$ cat config.mk
export PLATFORM = sky130hd
export DESIGN_NAME = ysyx_lsu
export DESIGN_NICKNAME = d
export VERILOG_FILES = /design/src/rtl/ysyx_lsu.sv
export SDC_FILE = /design/constraint.sdc
export NUM_CORES = 1
export LEC_CHECK = 0
export CORE_AREA = 2 2 109 111
export DETAILED_ROUTE_END_ITERATION = 7
export DIE_AREA = 0 0 111 113
export GPL_TIMING_DRIVEN = 0
export PLACE_DENSITY_LB_ADDON = 0.05
export SLEW_MARGIN = 20
export SYNTH_ARGS = -nofsm -noshare
export SYNTH_HDL_FRONTEND = slang
export SYNTH_SLANG_ARGS = --single-unit
$ cat constraint.sdc
create_clock -name clk -period 2.5 [get_ports clk]
set_input_delay 0.75 -clock clk [delete_from_list [all_inputs] [get_ports clk]]
set_output_delay 0.75 -clock clk [all_outputs]
set_load 0.02 [all_outputs]
$ cat src/rtl/ysyx_lsu.sv
// Load/store unit: one outstanding EXU request, driven to the bus arbiter through an IDLE/LOAD/STORE/RESP FSM.
// Optional macro YSYX_LSU_ALIGN_CHECK_EN: misaligned half/word accesses fault without touching the bus.
module ysyx_lsu #(
   parameter int ADDR_W = 32,
   parameter int DATA_W = 32
) (
   input  logic              clk,
   input  logic              rst,
   input  logic              in_valid,
   output logic              in_ready_o,
   input  logic              in_wen,
   input  logic [2:0]        in_funct3,
   input  logic [ADDR_W-1:0] in_addr,
   input  logic [DATA_W-1:0] in_wdata,
   output logic              out_valid_o,
   input  logic              out_ready,
   output logic [DATA_W-1:0] out_rdata_o,
   output logic              out_fault_o,
   output logic [ADDR_W-1:0] lsu_addr_o,
   output logic              lsu_arvalid_o,
   output logic [7:0]        lsu_rstrb_o,
   input  logic [DATA_W-1:0] lsu_rdata,
   input  logic              lsu_rvalid,
   output logic              lsu_wvalid_o,
   output logic [DATA_W-1:0] lsu_wdata_o,
   output logic [7:0]        lsu_wstrb_o,
   input  logic              lsu_wready
);

   localparam logic [1:0] IDLE  = 2'd0;
   localparam logic [1:0] LOAD  = 2'd1;
   localparam logic [1:0] STORE = 2'd2;
   localparam logic [1:0] RESP  = 2'd3;

   logic [1:0]        state;
   logic [ADDR_W-1:0] addr_q;
   logic [DATA_W-1:0] wdata_q;
   logic [DATA_W-1:0] rdata_q;
   logic [2:0]        funct3_q;
   logic [7:0]        strb;
   logic [DATA_W-1:0] load_ext;
   logic              misalign;

   // Reserved width codes (011/110/111) fall into the word strobe.
   always_comb begin
      strb = 8'h0f;
      case (funct3_q[1:0])
         2'b00:   strb = 8'h01;
         2'b01:   strb = 8'h03;
         default: strb = 8'h0f;
      endcase
   end

   // Bus data arrives already right-aligned, so only extension is needed here.
   always_comb begin
      load_ext = lsu_rdata;
      case (funct3_q)
         3'b000:  load_ext = {{(DATA_W-8){lsu_rdata[7]}}, lsu_rdata[7:0]};
         3'b100:  load_ext = {{(DATA_W-8){1'b0}}, lsu_rdata[7:0]};
         3'b001:  load_ext = {{(DATA_W-16){lsu_rdata[15]}}, lsu_rdata[15:0]};
         3'b101:  load_ext = {{(DATA_W-16){1'b0}}, lsu_rdata[15:0]};
         default: load_ext = lsu_rdata;
      endcase
   end

`ifdef YSYX_LSU_ALIGN_CHECK_EN
   logic fault_q;
   assign misalign = ((in_funct3[1:0] == 2'b01) && in_addr[0]) ||
                     (in_funct3[1] && (in_addr[1:0] != 2'b00));
   assign out_fault_o = fault_q;

   always_ff @(posedge clk) begin
      if (rst) begin
         fault_q <= 1'b0;
      end else if (state == IDLE && in_valid) begin
         fault_q <= misalign;
      end
   end
`else
   assign misalign    = 1'b0;
   assign out_fault_o = 1'b0;
`endif

   always_ff @(posedge clk) begin
      if (rst) begin
         state    <= IDLE;
         addr_q   <= '0;
         wdata_q  <= '0;
         rdata_q  <= '0;
         funct3_q <= '0;
      end else begin
         case (state)
            IDLE: begin
               if (in_valid) begin
                  addr_q   <= in_addr;
                  wdata_q  <= in_wdata;
                  funct3_q <= in_funct3;
                  rdata_q  <= '0;
                  if (misalign)
                     state <= RESP;
                  else
                     state <= in_wen ? STORE : LOAD;
               end
            end
            LOAD: begin
               if (lsu_rvalid) begin
                  rdata_q <= load_ext;
                  state   <= RESP;
               end
            end
            STORE: begin
               if (lsu_wready) begin
                  rdata_q <= '0;
                  state   <= RESP;
               end
            end
            default: begin
               if (out_ready)
                  state <= IDLE;
            end
         endcase
      end
   end

   assign in_ready_o    = (state == IDLE);
   assign out_valid_o   = (state == RESP);
   assign out_rdata_o   = rdata_q;
   assign lsu_addr_o    = addr_q;
   assign lsu_wdata_o   = wdata_q;
   assign lsu_arvalid_o = (state == LOAD);
   assign lsu_wvalid_o  = (state == STORE);
   assign lsu_rstrb_o   = lsu_arvalid_o ? strb : 8'h00;
   assign lsu_wstrb_o   = lsu_wvalid_o  ? strb : 8'h00;

endmodule

==> metrics.txt, run 1 <==
Final Skew approximately 0.0045 ns; Post-DRT Antenna Nets 0; Max VDD drop 450.7 uV; Unique masters post-synth 30; critical path's slowest cell clkdlybuf4s50_1; Die X 111 um; CP Class flop to output port; R2R cell count 7; fin. max-slew vios 0; number of buffer and inverter stages on the critical path 2; RePlAce Congestion 0.7606; Yosys top cell area share 0.5226; area of the multi-input gates between 1500 and 2000 sq um; delay-heaviest family, CP buffers and inverters; RSZ-0062 raised after global routing no; FFs w/ async S/R, synth 0; Worst-Margin Slew approximately 0.63 ns; All-Layer GR Usage 0.1809; top cells by area, synth dfxtp_1 (52%), nand2_1 (14%), a21oi_1 (9.2%); Reg area 2024 sq um; startpoint class of the critical path flop; hpwl dp 8.995 mm; Final #Nets a little under 800; Post-synth EDFFs 0; max cap viols 0; Synth Area in XOR/XNOR 0; final hold vios 0; slew margin rel. 0.5776; Crit Path Max Fanout 6; initial antenna violation count 0; CTS Hold Buffers Added 0; Synth Register Bits roughly 100; setup violators final 0; area leader, netlist dfxtp_1; largest family of logic cells by synthesized area simple AND/OR/NAND/NOR gates; largest net degree at the start of global routing 16; Worst EP arrival 1.65 ns; die height around 110 um; Worst Hold Class flop to flop; Starting Density 0.3432; Reg clk slew, reported paths 0.06 ns; antenna diode count 0; I/O Pins 223; GRT overflow 0; worst reg2reg path endpoint out_rdata_o[29]$_SDFFE_PP0P_; Req. time, crit path about 1.8 ns; Clock Latency Late Sink 0.34 ns; CTS H-tree depth 3; CTS tree built; filler instances 1048; reg-to-reg critical path startpoint state[0]$_SDFFE_PP0P_; Port Buffers 212; worst hold path startpoint lsu_addr_o[13]$_SDFFE_PP0P_; vias 3834; area grow syn2layout 67.56%; Final period util 0.9590; fin util 0.5751; DRT iter0 DRCs 121; simple-gate share of the synthesized area 0.2135; Post-synth top cells nand2_1 (143), dfxtp_1 (101), a21oi_1 (71), clkbuf_1 (22), nor2b_1 (20); register area share after synthesis 0.5226; # clock sinks 101; Max Freq ~0.42 GHz; Cells after Synth 456; Avg Inst Size Synth 8.484 sq um; Hold Path Stages 2; Routed WL 11.59 mm; CTS max path bufs 2; post-synthesis mux area share 0.002587; first-pass GRT wire length 18.18 mm; row count 39; status finished clean; FF-to-FF setup slack 0.34 ns; vias in the first global route 3750; Core Box Area approximately 11000 sq um; synthesized cell area just under 4000 sq um; CP max stage delay 0.63 ns; post-synthesis adder-cell area fraction 0.01294; Final Power 5.175 mW; Remaining DRCs 0; most common cell in the netlist nand2_1; CP cell instances inv_1 > ha_2 > clkdlybuf4s50_1; drt wl/cell around 14 um; minimum clock period 2.397 ns; vias per cell 4.597; Die Footprint 12540 sq um; Pwr Density 798.2 nW/um^2; CTS Buf Count 9; hold endpoint lsu_addr_o[13]$_SDFFE_PP0P_; Leak 2.474 nW; CTS root buffer clkbuf_16; post-synthesis compound-gate area fraction 0.1824; Synth warnings 0; Detailed Routing Iterations Pass 1 4; Synth Flop Type dfxtp_1; layout cell share with drive strength beyond 1 0.07236; CP Capture Type output port
## stage by stage
stage               hold slack (ns)   TNS, ns  worst slack, ns  instances  instance area (sq um)
finish                       0.4523         0           0.1026        834                   6482
global route                 0.4705         0          0.01593        834                   6482
CTS                          0.4551  -0.03222         -0.03222        834                   6474
detailed placement           0.4471    -5.623          -0.1954        819                   6200
global placement             0.4400    -3.096          -0.1301        819                   6200
floorplan                    0.4445         0           0.4404        464                   3899
## area by class of cell
class                   instances  area share
repair buffers                212      0.3266
flip-flops and latches        101      0.3123
multi-input cells             315      0.2511
clock buffers                  12     0.03957
plain buffers                  44     0.03764
well taps                     143     0.02760
clock inverters                 4    0.003474
inverters                       3    0.001737
## worst reg2reg max path, cell delays in order, from the launching register on
cell and delay (ns):
dfxtp_2 0.37, inv_1 0.07, ha_1 0.28, nor2b_4 0.18, nor4_4 0.53, o21ai_2 0.24
buf_2 0.25, o2bb2ai_1 0.17
## worst max-delay path by stage
stage | end | slack [ns] | from | cells after the start
final | lsu_arvalid_o | 0.10 | state[1]$_SDFFE_PP0P_ | 3
after global routing | lsu_wstrb_o[3] | 0.02 | funct3_q[1]$_SDFFE_PP0P_ | 5
after CTS | lsu_rstrb_o[0] | -0.03 | state[1]$_SDFFE_PP0P_ | 4
after detailed placement | out_rdata_o[29]$_SDFFE_PP0P_ | -0.20 | in_valid | 6
after global placement | lsu_rstrb_o[3] | -0.13 | funct3_q[1]$_SDFFE_PP0P_ | 5
after floorplan | out_rdata_o[11]$_SDFFE_PP0P_ | 0.44 | state[0]$_SDFFE_PP0P_ | 7
## sequential cells by signal (all words and copies together) (netlist names)
name / cells
funct3_q: 3
lsu_addr_o: 32
lsu_wdata_o: 32
out_rdata_o: 32
state: 2
## what timing repair did
item | 4_1_cts | 5_1_grt
hold endpoints to repair | 0 | 0
cloned | 0 | 0
resized for setup | 13 | 6
endpoints found under the setup margin | 10 | 3
setup buffers | 0 | 0
## placed cells by master (no fill, tap or decap), types with 2 or more instances in the layout
master / instances
clkdlybuf4s50_1: 203
nand2_1: 143
dfxtp_1: 99
a21oi_1: 71
nor2b_1: 20
clkbuf_1: 20
o2bb2ai_1: 16
buf_4: 14
nor2_1: 12
conb_1: 9
clkbuf_16: 9
o21ai_0: 8
a22oi_1: 8
a22o_1: 7
dlygate4sd2_1: 6
buf_1: 4
inv_1: 3
buf_2: 3
ha_1: 3
clkinv_2: 3
clkbuf_4: 2
and2_1: 2
nor2b_4: 2
nand3b_1: 2
buf_6: 2
o2bb2ai_2: 2
clkbuf_8: 2
clkdlybuf4s15_1: 2
dfxtp_2: 2
## cells by family (layout without fill, tap and decap cells)
group	count (synthesis)	after routing
AO/OA/AOI/OAI	114	114
adder cells (fa/ha/maj)	4	4
buffers and inverters	48	275
flip-flops	101	101
multiplexers	1	1
other	1	9
AND/OR/NAND/NOR	187	187
## power by group
group	internal [mW]	leakage, nW	switching [mW]
clock network	0.724	0.138	0.581
registers	1.84	0.825	0.129
logic	0.872	1.51	1.03
total	3.44	2.47	1.74
## routing by layer
metal / share of wire / up-vias / global-route usage
met5: 0 / - / 0
met4: 0.014 / 0 / 0.07000
met3: 0.085 / 10 / 0.06427
met2: 0.49 / 128 / 0.3072
met1: 0.41 / 1755 / 0.2102
li1: - / 1941 / -
Power figures use the tool's default switching activity.
==> run 2, diff against run 1 <==
- clock period: 2.5 -> 2.21 ns (I/O delays scaled with it)
==> run 2 against run 1 <==
  * Clock power is 13% higher
  * Flip-flop and latch count stayed put
  * Largest cell class unchanged
  * Setup slack worse by 0.034 ns
  * Sequential share of layout area is 0.053 points lower
  * Critical path depth is 2 higher
  * Hold slack hardly changed
  * Critical path type unchanged
  * First-iteration DRC count is 9.1% lower
  * Sequential power is 14% higher
  * Count of clock-buffer cells in the layout stayed put
==> metrics.txt, run 2 (same netlist as run 1, synthesis figures left out) <==
CTS max path bufs 2 (unchanged); largest net degree at the start of global routing 16 (unchanged); setup violators final 0 (unchanged); slew margin rel. 0.5807 (+0.003068); Starting Density 0.3432 (unchanged); # clock sinks 101 (unchanged); Worst EP arrival 1.48 ns (-0.17 ns); row count 39 (unchanged); Port Buffers 212 (unchanged); Post-DRT Antenna Nets 0 (unchanged); Global Route met3 Usage 0.06427 (unchanged); Crit Path Max Fanout 10 (+4); initial antenna violation count 0 (unchanged); setup TNS 0 ns (unchanged); Die X 111 um (unchanged); status finished clean; max cap viols 0 (unchanged); critical path's slowest cell dfxtp_2; CTS Buf Count 9 (unchanged); Worst-Margin Slew 0.6256 ns (-0.004578 ns); final hold vios 0 (unchanged); Req. time, crit path 1.55 ns (-0.20 ns); Clock Latency Late Sink 0.34 ns (about the same); vias in the first global route 3757 (+0.19%); filler instances 1038 (-0.95%); worst setup path start funct3_q[1]$_SDFFE_PP0P_; fin util 0.5782 (+0.003108); startpoint class of the critical path flop; GR Layer Usage met2 0.3076 (+0.0004090); Pwr Density 901.6 nW/um^2 (+13%); first-pass GRT wire length 18.19 mm (about the same); vias per cell 4.589 (-0.17%); Worst Hold Class flop to flop; Remaining DRCs 0 (unchanged); All-Layer GR Usage 0.1810 (about the same); Hold Path Stages 2 (unchanged); CP Class flop to output port; layout cell share with drive strength beyond 1 0.09249 (+0.02013); Final #Nets 797 (+0.13%); CTS tree built; DRT iter0 DRCs 110 (-9.1%); drt wl/cell 13.90 um (about the same); CP cell instances buf_6 > clkbuf_8 > and2_1 > buf_4 > clkdlybuf4s15_2; RePlAce Congestion 0.7606 (unchanged); fin. max-slew vios 0 (unchanged); Reg clk slew, reported paths 0.07 ns (about the same); CTS root buffer clkbuf_16; CTS H-tree depth 3 (unchanged); area grow syn2layout 68.47%; area of the multi-input gates 1640 sq um (+0.77%); RSZ-0062 raised after global routing no; Detailed Routing Iterations Pass 1 4 (unchanged); Core Box Area 11270 sq um (unchanged); Final period util 0.9692; Leak 2.491 nW (+0.71%); minimum clock period 2.142 ns; most common cell after layout, fill and taps aside clkdlybuf4s50_1; GRT Max-Usage Layer met2; CP Capture Type output port; Max Freq 0.4669 GHz; CP max stage delay 0.33 ns (-0.30 ns); Die Footprint 12540 sq um (unchanged); Routed WL 11.61 mm (+0.17%); antenna diode count 0 (unchanged); Max VDD drop 508.6 uV (+13%); I/O Pins 223 (unchanged); Final Skew 0.004615 ns (+0.0001593 ns); vias 3832 (-0.052%); Reg area 2032 sq um (+0.37%); area after detailed placement 6200 sq um (unchanged); worst hold path startpoint lsu_addr_o[13]$_SDFFE_PP0P_; hpwl dp 8.995 mm (unchanged); GRT overflow 0 (unchanged); die height 113 um (unchanged); most frequent cells in the layout clkdlybuf4s50_1 (200), nand2_1 (143), dfxtp_1 (97), a21oi_1 (71), nor2b_1 (20); cell area after layout 6518 sq um (+0.54%); reg-to-reg critical path startpoint state[0]$_SDFFE_PP0P_; Global Route met1 Usage 0.2102 (unchanged); worst hold slack 0.4525 ns (+0.0002290 ns); R2R cell count 7 (unchanged)
==> run 2: changes by cell type in the layout (fill, tap and decap cells not counted), sizes merged <==
cell	change
dlygate4sd2	+1
clkdlybuf4s50	-3
clkbuf	+3
dlymetal6s2s	-1
clkdlybuf4s15	+1
==> run 2: metrics by stage <==
step / worst slack [ns] / power (mW) / instances
after floorplan: 0.1504 / 3.454 / 464
after global placement: -0.3331 / 4.406 / 819
after detailed placement: -0.3984 / 4.449 / 819
after CTS: -0.02651 / 5.939 / 835
after global routing: 0.004016 / 6.226 / 835
final: 0.06816 / 5.877 / 835
==> run 2: final timing paths <==
kind | endpoint | slack (ns)
worst max-delay path | lsu_rstrb_o[3] | 0.07
worst min-delay path | lsu_addr_o[13]$_SDFFE_PP0P_ | 0.45
worst max register to register | out_rdata_o[12]$_SDFFE_PP0P_ | 0.12
worst min register to register | lsu_addr_o[13]$_SDFFE_PP0P_ | 0.45
==> run 2: layer usage <==
| metal | part of all wire | wire (um) |
|---|---|---|
| met5 | 0 | 0 |
| met3 | 0.083 | 961 |
| met1 | 0.41 | 4771 |
| met4 | 0.016 | 187 |
| met2 | 0.49 | 5688 |
==> run 2: power breakdown <==
| group | internal [mW] | switching, mW |
|---|---|---|
| logic | 0.996 | 1.16 |
| clock network | 0.819 | 0.658 |
| registers | 2.09 | 0.152 |
==> run 2: critical path: cells and delay by family (launching register included) <==
| kind | cells | cell delay, ns |
|---|---|---|
| simple gates | 1 | 0.15 |
| flops | 1 | 0.33 |
| buf+inv | 4 | 0.65 |
==> run 2: area by class of cell <==
type,instances,area share
Timing Repair Buffer,213,0.3244
Sequential cell,101,0.3118
Tap cell,143,0.02745
Buffer,44,0.04012
Clock inverter,4,0.003456
Inverter,3,0.001728
Multi-Input combinational cell,315,0.2517
Clock buffer,12,0.03935
==> run 2: what timing repair did <==
action,CTS,global route
hold buffers,0,0
endpoints found under the hold margin,0,0
setup buffers,1,0
endpoints found under the setup margin,22,35
pin swaps,1,0
resized for setup,26,19
